`config.mk`:
```
export PLATFORM = sky130hd
export DESIGN_NAME = apb_rr_master_bridge_flat
export DESIGN_NICKNAME = d
export VERILOG_FILES = /design/src/rtl/apb_rr_master_bridge_pkg.sv /design/src/rtl/apb_rr_master_bridge_if.sv /design/src/rtl/apb_rr_master_bridge_arb.sv /design/src/rtl/apb_rr_master_bridge.sv /design/src/flat_wrapper.sv
export SDC_FILE = /design/constraint.sdc
export NUM_CORES = 1
export LEC_CHECK = 0
export ABC_AREA = 0
export CAP_MARGIN = 10
export CORE_AREA = 2 2 159 161
export CTS_CLUSTER_DIAMETER = 50
export CTS_CLUSTER_SIZE = 40
export DETAILED_ROUTE_END_ITERATION = 8
export DIE_AREA = 0 0 161 163
export PLACE_DENSITY = 0.74
export SLEW_MARGIN = 20
export SYNTH_ARGS = -nofsm -noshare
export SYNTH_HDL_FRONTEND = slang
export SYNTH_SLANG_ARGS = --single-unit
```
`constraint.sdc`:
```
create_clock -name PCLK -period 4.7 [get_ports PCLK]
set_clock_uncertainty 0.15 [all_clocks]
set_input_delay 0.94 -clock PCLK [delete_from_list [all_inputs] [get_ports PCLK]]
set_output_delay 0.94 -clock PCLK [all_outputs]
set_load 0.05 [all_outputs]
```
`src/rtl/apb_rr_master_bridge_pkg.sv`:
```
// Shared types for the round-robin APB master bridge: bus FSM states and response status.
package apb_bridge_pkg;

    typedef enum logic [1:0] {
        IDLE   = 2'd0,
        SETUP  = 2'd1,
        ACCESS = 2'd2
    } apb_state_t;

    typedef struct packed {
        logic slverr;
        logic timeout;
    } rsp_status_t;

endpackage

```
`src/rtl/apb_rr_master_bridge_if.sv`:
```
// APB bus bundle between the bridge (master) and the peripheral fabric (slave).
// Optional APB4 sideband (PSTRB, PPROT) is present only when APB4_EN is defined.
interface apb_rr_master_bridge_if #(
    parameter int ADDR_WIDTH = 32,
    parameter int DATA_WIDTH = 32,
    parameter int NUM_CH     = 4
) ();
    logic [ADDR_WIDTH-1:0] PADDR;
    logic [NUM_CH-1:0]     PSELx;
    logic                  PENABLE;
    logic                  PWRITE;
    logic [DATA_WIDTH-1:0] PWDATA;
    logic [DATA_WIDTH-1:0] PRDATA;
    logic                  PREADY;
    logic                  PSLVERR;
`ifdef APB4_EN
    logic [DATA_WIDTH/8-1:0] PSTRB;
    logic [2:0]              PPROT;
`endif

    modport master (
        output PADDR, PSELx, PENABLE, PWRITE, PWDATA,
`ifdef APB4_EN
        output PSTRB, PPROT,
`endif
        input  PREADY, PSLVERR, PRDATA
    );

    modport slave (
        input  PADDR, PSELx, PENABLE, PWRITE, PWDATA,
`ifdef APB4_EN
        input  PSTRB, PPROT,
`endif
        output PREADY, PSLVERR, PRDATA
    );
endinterface

```
`src/rtl/apb_rr_master_bridge_arb.sv`:
```
// Combinational round-robin picker: first requester above last_grant, wrapping.
module rr_arbiter #(
    parameter int N = 4
) (
    input  logic [N-1:0]         req,
    input  logic                 advance,
    input  logic [$clog2(N)-1:0] last_grant,
    output logic [N-1:0]         grant
);
    logic found;

    always_comb begin
        grant = '0;
        found = 1'b0;
        for (int k = 1; k <= N; k++) begin
            if (advance && !found && req[(int'(last_grant) + k) % N]) begin
                grant[(int'(last_grant) + k) % N] = 1'b1;
                found = 1'b1;
            end
        end
    end
endmodule

```
`src/rtl/apb_rr_master_bridge.sv`:
```
// Multi-channel APB master with round-robin arbitration and a wait-state watchdog.
// Define APB4_EN to add PSTRB/PPROT and the matching per-channel request inputs.
module apb_rr_master_bridge
    import apb_bridge_pkg::*;
#(
    parameter int DATA_WIDTH     = 32,
    parameter int ADDR_WIDTH     = 32,
    parameter int NUM_CH         = 4,
    parameter int TIMEOUT_CYCLES = 16
) (
    input  logic                         PCLK,
    input  logic                         PRESETn,
    apb_rr_master_bridge_if.master       apb,
    input  logic [NUM_CH-1:0]            req_valid,
    input  logic [NUM_CH-1:0]            req_write,
    input  logic [NUM_CH*ADDR_WIDTH-1:0] req_addr,
    input  logic [NUM_CH*DATA_WIDTH-1:0] req_wdata,
`ifdef APB4_EN
    input  logic [NUM_CH*DATA_WIDTH/8-1:0] req_strb,
    input  logic [NUM_CH*3-1:0]            req_prot,
`endif
    output logic [NUM_CH-1:0]            req_ready,
    output logic [NUM_CH-1:0]            rsp_valid,
    output logic [DATA_WIDTH-1:0]        rsp_rdata,
    output logic                         rsp_slverr,
    output logic                         rsp_timeout
);
    localparam int LGW = $clog2(NUM_CH);
    localparam int WCW = (TIMEOUT_CYCLES > 1) ? $clog2(TIMEOUT_CYCLES) : 1;
    localparam logic [WCW-1:0] WC_LAST  = WCW'(TIMEOUT_CYCLES - 1);
    localparam logic [LGW-1:0] LG_RESET = LGW'(NUM_CH - 1);

    apb_state_t            state_q, state_d;
    logic [ADDR_WIDTH-1:0] paddr_q, paddr_d;
    logic [NUM_CH-1:0]     psel_q, psel_d;
    logic                  pwrite_q, pwrite_d;
    logic [DATA_WIDTH-1:0] pwdata_q, pwdata_d;
    logic [NUM_CH-1:0]     rsp_valid_q, rsp_valid_d;
    logic [DATA_WIDTH-1:0] rsp_rdata_q, rsp_rdata_d;
    rsp_status_t           status_q, status_d;
    logic [LGW-1:0]        last_grant_q, last_grant_d;
    logic [WCW-1:0]        wait_cnt_q, wait_cnt_d;
`ifdef APB4_EN
    logic [DATA_WIDTH/8-1:0] pstrb_q, pstrb_d;
    logic [2:0]              pprot_q, pprot_d;
`endif

    logic [NUM_CH-1:0] grant;
    logic [LGW-1:0]    grant_idx;
    logic              grant_pt;
    logic              accept;

    assign grant_pt = (state_q == IDLE) || ((state_q == ACCESS) && apb.PREADY);

    rr_arbiter #(.N(NUM_CH)) u_arb (
        .req        (req_valid),
        .advance    (grant_pt),
        .last_grant (last_grant_q),
        .grant      (grant)
    );

    assign req_ready = grant;
    assign accept    = |grant;

    always_comb begin
        grant_idx = '0;
        for (int i = 0; i < NUM_CH; i++) begin
            if (grant[i]) grant_idx = LGW'(i);
        end
    end

    always_comb begin
        state_d      = state_q;
        paddr_d      = paddr_q;
        psel_d       = psel_q;
        pwrite_d     = pwrite_q;
        pwdata_d     = pwdata_q;
        rsp_valid_d  = '0;
        rsp_rdata_d  = rsp_rdata_q;
        status_d     = status_q;
        last_grant_d = last_grant_q;
        wait_cnt_d   = wait_cnt_q;
`ifdef APB4_EN
        pstrb_d      = pstrb_q;
        pprot_d      = pprot_q;
`endif
        case (state_q)
            IDLE: ;
            SETUP: begin
                state_d    = ACCESS;
                wait_cnt_d = '0;
            end
            ACCESS: begin
                if (apb.PREADY) begin
                    rsp_valid_d     = psel_q;
                    if (!pwrite_q) rsp_rdata_d = apb.PRDATA;
                    status_d.slverr  = apb.PSLVERR;
                    status_d.timeout = 1'b0;
                    state_d         = IDLE;
                    psel_d          = '0;
                end else if (TIMEOUT_CYCLES != 0) begin
                    if (wait_cnt_q == WC_LAST) begin
                        // Watchdog abort: report to the owner and release the bus without a grant.
                        rsp_valid_d      = psel_q;
                        status_d.slverr  = 1'b0;
                        status_d.timeout = 1'b1;
                        state_d          = IDLE;
                        psel_d           = '0;
                    end else begin
                        wait_cnt_d = wait_cnt_q + WCW'(1);
                    end
                end
            end
            default: begin
                state_d      = IDLE;
                paddr_d      = '0;
                psel_d       = '0;
                pwrite_d     = 1'b0;
                pwdata_d     = '0;
                rsp_rdata_d  = '0;
                status_d     = '0;
                last_grant_d = LG_RESET;
                wait_cnt_d   = '0;
`ifdef APB4_EN
                pstrb_d      = '0;
                pprot_d      = '0;
`endif
            end
        endcase

        // A grant overrides the IDLE fall-through so completion and the next setup overlap.
        if (accept) begin
            state_d      = SETUP;
            psel_d       = grant;
            last_grant_d = grant_idx;
            paddr_d      = req_addr[int'(grant_idx)*ADDR_WIDTH +: ADDR_WIDTH];
            pwrite_d     = req_write[grant_idx];
            if (req_write[grant_idx]) pwdata_d = req_wdata[int'(grant_idx)*DATA_WIDTH +: DATA_WIDTH];
`ifdef APB4_EN
            pstrb_d      = req_write[grant_idx]
                         ? req_strb[int'(grant_idx)*(DATA_WIDTH/8) +: DATA_WIDTH/8] : '0;
            pprot_d      = req_prot[int'(grant_idx)*3 +: 3];
`endif
        end
    end

    always_ff @(posedge PCLK or negedge PRESETn) begin
        if (!PRESETn) begin
            state_q      <= IDLE;
            paddr_q      <= '0;
            psel_q       <= '0;
            pwrite_q     <= 1'b0;
            pwdata_q     <= '0;
            rsp_valid_q  <= '0;
            rsp_rdata_q  <= '0;
            status_q     <= '0;
            last_grant_q <= LG_RESET;
            wait_cnt_q   <= '0;
`ifdef APB4_EN
            pstrb_q      <= '0;
            pprot_q      <= '0;
`endif
        end else begin
            state_q      <= state_d;
            paddr_q      <= paddr_d;
            psel_q       <= psel_d;
            pwrite_q     <= pwrite_d;
            pwdata_q     <= pwdata_d;
            rsp_valid_q  <= rsp_valid_d;
            rsp_rdata_q  <= rsp_rdata_d;
            status_q     <= status_d;
            last_grant_q <= last_grant_d;
            wait_cnt_q   <= wait_cnt_d;
`ifdef APB4_EN
            pstrb_q      <= pstrb_d;
            pprot_q      <= pprot_d;
`endif
        end
    end

    assign apb.PADDR   = paddr_q;
    assign apb.PSELx   = psel_q;
    assign apb.PENABLE = (state_q == ACCESS);
    assign apb.PWRITE  = pwrite_q;
    assign apb.PWDATA  = pwdata_q;
`ifdef APB4_EN
    assign apb.PSTRB   = pstrb_q;
    assign apb.PPROT   = pprot_q;
`endif
    assign rsp_valid   = rsp_valid_q;
    assign rsp_rdata   = rsp_rdata_q;
    assign rsp_slverr  = status_q.slverr;
    assign rsp_timeout = status_q.timeout;
endmodule

```
`src/flat_wrapper.sv`:
```
// flat-port wrapper written by rule: the top's interface ports become plain ports
module apb_rr_master_bridge_flat import apb_bridge_pkg::*;
#(
    parameter int DATA_WIDTH     = 32,
    parameter int ADDR_WIDTH     = 32,
    parameter int NUM_CH         = 4,
    parameter int TIMEOUT_CYCLES = 16
)
  (PCLK, PRESETn, req_valid, req_write, req_addr, req_wdata, req_ready, rsp_valid, rsp_rdata, rsp_slverr, rsp_timeout, apb_PADDR, apb_PSELx, apb_PENABLE, apb_PWRITE, apb_PWDATA, apb_PREADY, apb_PSLVERR, apb_PRDATA);
  apb_rr_master_bridge_if #(.ADDR_WIDTH(ADDR_WIDTH), .DATA_WIDTH(DATA_WIDTH), .NUM_CH(NUM_CH)) apb_i ();
  input  logic PCLK;
  input  logic PRESETn;
  input  logic [NUM_CH-1:0] req_valid;
  input  logic [NUM_CH-1:0] req_write;
  input  logic [NUM_CH*ADDR_WIDTH-1:0] req_addr;
  input  logic [NUM_CH*DATA_WIDTH-1:0] req_wdata;
  output logic [NUM_CH-1:0] req_ready;
  output logic [NUM_CH-1:0] rsp_valid;
  output logic [DATA_WIDTH-1:0] rsp_rdata;
  output logic rsp_slverr;
  output logic rsp_timeout;
  output wire logic [$bits(apb_i.PADDR)-1:0] apb_PADDR;
  output wire logic [$bits(apb_i.PSELx)-1:0] apb_PSELx;
  output wire logic [$bits(apb_i.PENABLE)-1:0] apb_PENABLE;
  output wire logic [$bits(apb_i.PWRITE)-1:0] apb_PWRITE;
  output wire logic [$bits(apb_i.PWDATA)-1:0] apb_PWDATA;
  input wire logic [$bits(apb_i.PREADY)-1:0] apb_PREADY;
  input wire logic [$bits(apb_i.PSLVERR)-1:0] apb_PSLVERR;
  input wire logic [$bits(apb_i.PRDATA)-1:0] apb_PRDATA;
  assign apb_PADDR = apb_i.PADDR;
  assign apb_PSELx = apb_i.PSELx;
  assign apb_PENABLE = apb_i.PENABLE;
  assign apb_PWRITE = apb_i.PWRITE;
  assign apb_PWDATA = apb_i.PWDATA;
  assign apb_i.PREADY = apb_PREADY;
  assign apb_i.PSLVERR = apb_PSLVERR;
  assign apb_i.PRDATA = apb_PRDATA;
  apb_rr_master_bridge #(.DATA_WIDTH(DATA_WIDTH), .ADDR_WIDTH(ADDR_WIDTH), .NUM_CH(NUM_CH), .TIMEOUT_CYCLES(TIMEOUT_CYCLES)) u_core (.PCLK(PCLK), .PRESETn(PRESETn), .apb(apb_i), .req_valid(req_valid), .req_write(req_write), .req_addr(req_addr), .req_wdata(req_wdata), .req_ready(req_ready), .rsp_valid(rsp_valid), .rsp_rdata(rsp_rdata), .rsp_slverr(rsp_slverr), .rsp_timeout(rsp_timeout));
endmodule
```
; ---- Word level (Yosys, flattened, before mapping)
; Cells that the tools add are included.
[totals]
ff_bits = 115
in_bits = 300
output_inout_bits = 112
[classes]
shifts = 2
n_reduce_logical = 29
add_sub_neg = 5
n_bitwise = 9
n_lt_le_gt_ge = 9
eq_ne = 12
mux = 61
[ops]
columns = cell, count
row1 = variable part select 128 x 8 -> 32 bit, 2
row2 = two-way mux 32 bit, 7
row3 = one-hot mux 32 bit (2 select lines), 1
row4 = two-way mux 4 bit, 12
row5 = two-way mux 1 bit, 19
row6 = two-way mux 2 bit, 9
row7 = "< comparator 3 x 4 -> 1 bit, second input constant", 4
row8 = one-hot mux 4 bit (2 select lines), 2
row9 = ">= comparator 3 x 1 -> 1 bit, second input constant", 4
row10 = logical AND 1 bit, 12
row11 = bitwise OR 4 bit, 3
row12 = binary-select mux 1 bit (select 2 bit), 5
row13 = OR reduction 2 bit, 5
row14 = demux 1 bit (select 2 bit), 4
row15 = "inequality test 2 x 1 -> 1 bit, second input constant", 4
row16 = "inequality test 2 bit, second input constant", 3
row17 = one-hot mux 2 bit (3 select lines), 1
row18 = AND reduction 2 bit, 3
row19 = AND reduction 3 bit, 2
row20 = "adder 2 x 1 -> 2 bit, second input constant", 2
row21 = "adder 2 bit, second input constant", 2
row22 = "adder 4 x 1 -> 4 bit, second input constant", 1
row23 = "bitwise AND 1 bit, first input constant", 4
row24 = "== test 4 bit, second input constant", 1
row25 = other kinds (12), 15

; ---- Depth between registers and ports, before layout
[depth]
word_depth = 27
depth_mapped = 14
depth_no_buf = 10

; ---- Cells and area by module
; Synthesis repeated with hierarchy kept, for this count alone.
[unflattened]
hier_cells = 603
area_unflattened_um2 = 6286.0
[by_module_without_submodules]
columns = mod, instances, cells_each, area_per_inst_um2
row1 = apb_rr_master_bridge, 1, 551, 5874.4
row2 = rr_arbiter, 1, 52, 411.6

; ---- Least setup slack after synthesis
; OpenSTA, ideal clock, no wires.
[synth_path]
kind = flip-flop to output port
startpoint = register u_core.last_grant_q[1]
endpoint = output req_ready[3]
required_ns = 3.610
path_stages_with_launch = 10
path_slack_ns = 0.447
arrival_time_ns = 3.163
cell_sequence = dfstp_2 > buf_2 > inv_1 > ha_1 > mux4_2 > nor3_1 > a31oi_2 > inv_2 > clkbuf_1 > buf_1
[synth_via]
elab_chain_cells = 18
elab_cells_between_ends = 64
cone_classes = add/sub: 4 / order compare: 8 / mux: 27 / bitwise: 7 / reduce/logical: 18
[synth_lines]
columns = element, line
row1 = start: declaration, apb_rr_master_bridge.sv:41  ; logic [LGW-1:0] last_grant_q, last_grant_d;
row2 = start signal: assignment, apb_rr_master_bridge.sv:172  ; last_grant_q <= last_grant_d;
row3 = branches (longest 17 deep; another with < comparator 3 x 4 -> 1 bit), -
row4 = two-way mux 4 bit (*), apb_rr_master_bridge_arb.sv:16  ; if (advance && !found && req[(int'(last_grant) + k) % N]) begin
row5 = end: declaration, flat_wrapper.sv:17  ; output logic [NUM_CH-1:0] req_ready;
; Mark *: on every way between the ends. The select of a mux whose other input is x is not followed.

; ---- Final worst setup path
[layout_path]
startpoint = register u_core.last_grant_q[0]
endpoint = output req_ready[1]
; The elaborated chain is that of the path after synthesis.

==> metrics.md <==
| Metric | Value |
|---|---|
| Run status | finished clean |
| RR Startpoint | u_core.last_grant_q[0]$_DFFE_PN1P_ |
| CTS tree | built |
| Worst Path Required | 3.61 ns |
| Die Area | 26,200 um2 |
| Setup-failing EPs final | 0 |
| Final period util | 95.4% |
| Pin count of the biggest net entering global routing | 116 |
| Seq/Total Area, Yosys | 41.9% |
| Cell row count | 58 |
| Worst reg2reg path depth | 11 |
| Synth cell types | 47 |
| Area of the multi-input gates | 3610 um2 |
| FMAX | 223 MHz |
| PD cells | 934 nW/um2 |
| Wire length per cell | 18.9 um |
| Reg2reg end | u_core.apb.PWDATA[5]$_DFF_PN0_ |
| Syn_nets | 1,049 |
| Largest area contributor in the netlist | dfrtp_1 |
| Final Wtd Congestion | 0.858 |
| FF-to-FF setup slack | 0.65 ns |
| Total CTS buffers | 17 |
| Yosys warning total | 0 |
| Complex-gate fraction of the synthesized area | 30.2% |
| Ys async rst share | 100% |
| Worst-margin pin slew | 0.774 ns |
| Setup crit start kind | flop |
| Die Y-Extent | 163 um |
| DP Area | 11,300 um2 |
| Clock power frac | 11.6% |
| Synth Area in Adders | 1.46% |
| Worst Hold Launch | u_core.rsp_rdata[22]$_DFFE_PN0P_ |
| Mapped Area | 6870 um2 |
| Worst-path maximum fanout | 11 |
| Syn avg cell area | 9.28 um2 |
| Max-Cap Viols | 0 |
| Synth area leaders | dfrtp_1 (41%), nand2_1 (7.6%), mux2i_1 (5.1%) |
| Final Util | 48.0% |
| Worst Path Arrival | 3.39 ns |
| Core Area | 24,700 um2 |
| Routed Wire Length | 27.6 mm |
| GRT overflow | 0 |
| Post_cts resized | 0 |
| Hold Crit Class | flop to flop |
| First-pass GRT wire length | 41.8 mm |
| Hold Worst Slack | 0.356 ns |
| Final instance area | 11,900 um2 |
| Pint | 5.43 mW |
| Via count | 7,508 |
| WHS Endpoint | u_core.rsp_rdata[22]$_DFFE_PN0P_ |
| Pre-CTS setup slack | 0.380 ns |
| Largest family of logic cells by synthesized area | compound AO/OA/AOI/OAI gates |
| Post-synth EDFFs | 0 |
| Primary FF master, synth | dfrtp_1 |
| Final Critical Period | 4.48 ns |
| Vias in the first global route | 7,613 |
| Switching pwr | 5.64 mW |
| Synthesis-stage register bit count | 115 |
| Simple-gate share of the synthesized area | 13.9% |
| Final Hold Viols | 0 |
| Post-CTS Hold Fix Bufs | 0 |
| Setup CP Type | flop to output pin |
| Mux cell area share after synthesis | 6.41% |
| Mapped Cells | 741 |
| Initial antenna violation count | 1 |
| Clock buffer depth | 2 |
| I/O pin count | 412 |
| Max-slew headroom | 48.2% |
| Worst skew pair latency | 0.41 ns |
| Switching part of the total | 51.0% |
| Synth cell count leaders | nand2_1 (139), dfrtp_1 (113), o21ai_0 (68), clkbuf_1 (51), and2_1 (40) |
| Top-area cell type share of the netlist area | 41.1% |
| Logic pwr share | 71.8% |
| Fraction of layout cells with a size suffix above 1 | 9.92% |
| CP endpoint kind | output pin |
| CTS sink cnt | 115 |
| Detailed Route Iter0 Violations | 339 |
| Die X-Extent | 161 um |
| Global Route Usage Sum | 20.4% |
| Clock Pin Slew Worst Setup and Hold Paths | 0.07 ns |
| FF/Latch Area | 2880 um2 |
| Sequential power share | 16.6% |
| WHS Path Cells | 1 |
| Static leakage | 4.95 nW |
| XOR/XNOR share of the synthesized area | 0.255% |
| Clk root buf | clkbuf_16 |
| H-tree Lvls | 4 |
| Final WS setup | 0.215 ns |
| PortBufs | 411 |
| RSZ-0062 raised after global routing | no |
| Detailed-router iteration count before antenna repair | 4 |
| Max rail drop VDD | 0.000474 V |
| Nets | 1,424 |
| Fillcell total | 2,337 |
| Starting Density | 27.9% |
| Count leader, synth | nand2_1 |
| Setup TNS | 0 ns |
| Final ANT Viol Nets | 0 |
| Slew Limit Fails | 0 |
| Area growth, synth to finish | 72.5% |
| Total setup buffers inserted after CTS | 0 |
| DP Wirelength | 19.8 mm |
| Vias/cell | 5.14 |
| DRC Markers | 0 |
## cells in the final DEF, fill, tap and decap left out, types with 4 or more instances in the layout
cell / n
clkdlybuf4s50_1: 406
a22o_1: 32
nand2_1: 138
clkbuf_16: 17
a2bb2oi_1: 32
mux2i_1: 35
ha_1: 8
nor2_1: 5
a22oi_2: 4
a22oi_1: 28
buf_4: 17
nand2b_1: 5
inv_1: 7
inv_6: 4
buf_12: 7
dfrtp_1: 113
a221oi_1: 32
mux4_2: 4
and2_1: 37
nor2b_1: 5
nand3_1: 7
a31o_2: 34
o21ai_0: 68
inv_8: 8
a21oi_1: 36
## cells by family (layout without fill, tap and decap cells)
logic type,after synthesis,after routing
other,0,1
and+or+nand+nor,209,209
AOI/OAI and AO/OA,284,284
xor gates and xnor gates,2,2
DFF,115,115
muxes,39,39
adders and majority gates,8,8
buffers and inverters,84,472
## stage by stage
stage / std cells / power (mW)
after global placement: 1427 / 9.67
after floorplan: 741 / 7.45
after CTS: 1459 / 11.1
after global routing: 1460 / 11.8
final: 1460 / 11.1
after detailed placement: 1427 / 9.81
## critical path, cell delays in order, from the launching register on
cell      delay [ns]
dfstp_2         0.66
inv_1           0.14
ha_1            0.35
mux4_2          0.56
or4_1           0.48
a21o_1          0.18
and2_2          0.29
clkinv_2        0.12
buf_4           0.20
## per-layer routing
layer | vias to the layer above | GRT usage (%) | share of wire [%]
met2 | 352 | 34.5 | 48
li1 | 3485 | - | -
met5 | - | 0 | 0
met3 | 44 | 6.24 | 8.1
met4 | 0 | 7.83 | 2.7
met1 | 3627 | 24.4 | 41
## area by class of cell
| type | count | share of cell area [%] |
|---|---|---|
| Clock buffer | 17 | 3.59 |
| Tap cell | 330 | 3.48 |
| Sequential cell | 115 | 24.3 |
| Antenna cell | 1 | 0.0211 |
| Clock inverter | 15 | 1.27 |
| Multi-Input combinational cell | 542 | 30.5 |
| Inverter | 10 | 0.327 |
| Timing Repair Buffer | 430 | 36.5 |
## registers in the layout, indices dropped and copies added, names as in the netlist
signal,flops
u_core.apb.PADDR,32
u_core.last_grant_q,2
u_core.rsp_rdata,32
u_core.rsp_slverr,1
u_core.wait_cnt_q,4
u_core.rsp_timeout,1
u_core.state_q,2
u_core.rsp_valid,4
u_core.apb.PWDATA,32
u_core.apb.PSELx,4
u_core.apb.PWRITE,1
## how the worst max path moves through the flow
| stage | slack [ns] | startpoint | endpoint | cells past startpoint |
|---|---|---|---|---|
| global placement | 0.41 | req_valid[2] | req_ready[1] | 7 |
| detailed placement | 0.38 | req_valid[3] | u_core.apb.PWDATA[22]$_DFF_PN0_ | 10 |
| CTS | 0.18 | u_core.last_grant_q[0]$_DFFE_PN1P_ | req_ready[1] | 8 |
| global route | 0.04 | u_core.last_grant_q[0]$_DFFE_PN1P_ | req_ready[1] | 8 |
| finish | 0.22 | u_core.last_grant_q[0]$_DFFE_PN1P_ | req_ready[1] | 8 |
| floorplan | 0.45 | u_core.last_grant_q[1]$_DFFE_PN1P_ | req_ready[3] | 9 |
## power groups by stage
| stage | Combinational (mW) | Clock (mW) | Sequential [mW] |
|---|---|---|---|
| 4_1_cts | 7.97 | 1.32 | 1.85 |
| 3_5_place_dp | 7.96 | 0 | 1.85 |
| 5_1_grt | 8.54 | 1.36 | 1.91 |
| 2_1_floorplan | 4.16 | 0 | 3.29 |
| 3_3_place_gp | 7.83 | 0 | 1.84 |
| 6_report | 7.95 | 1.29 | 1.84 |
Note: power is estimated with default switching activity, not from simulation.
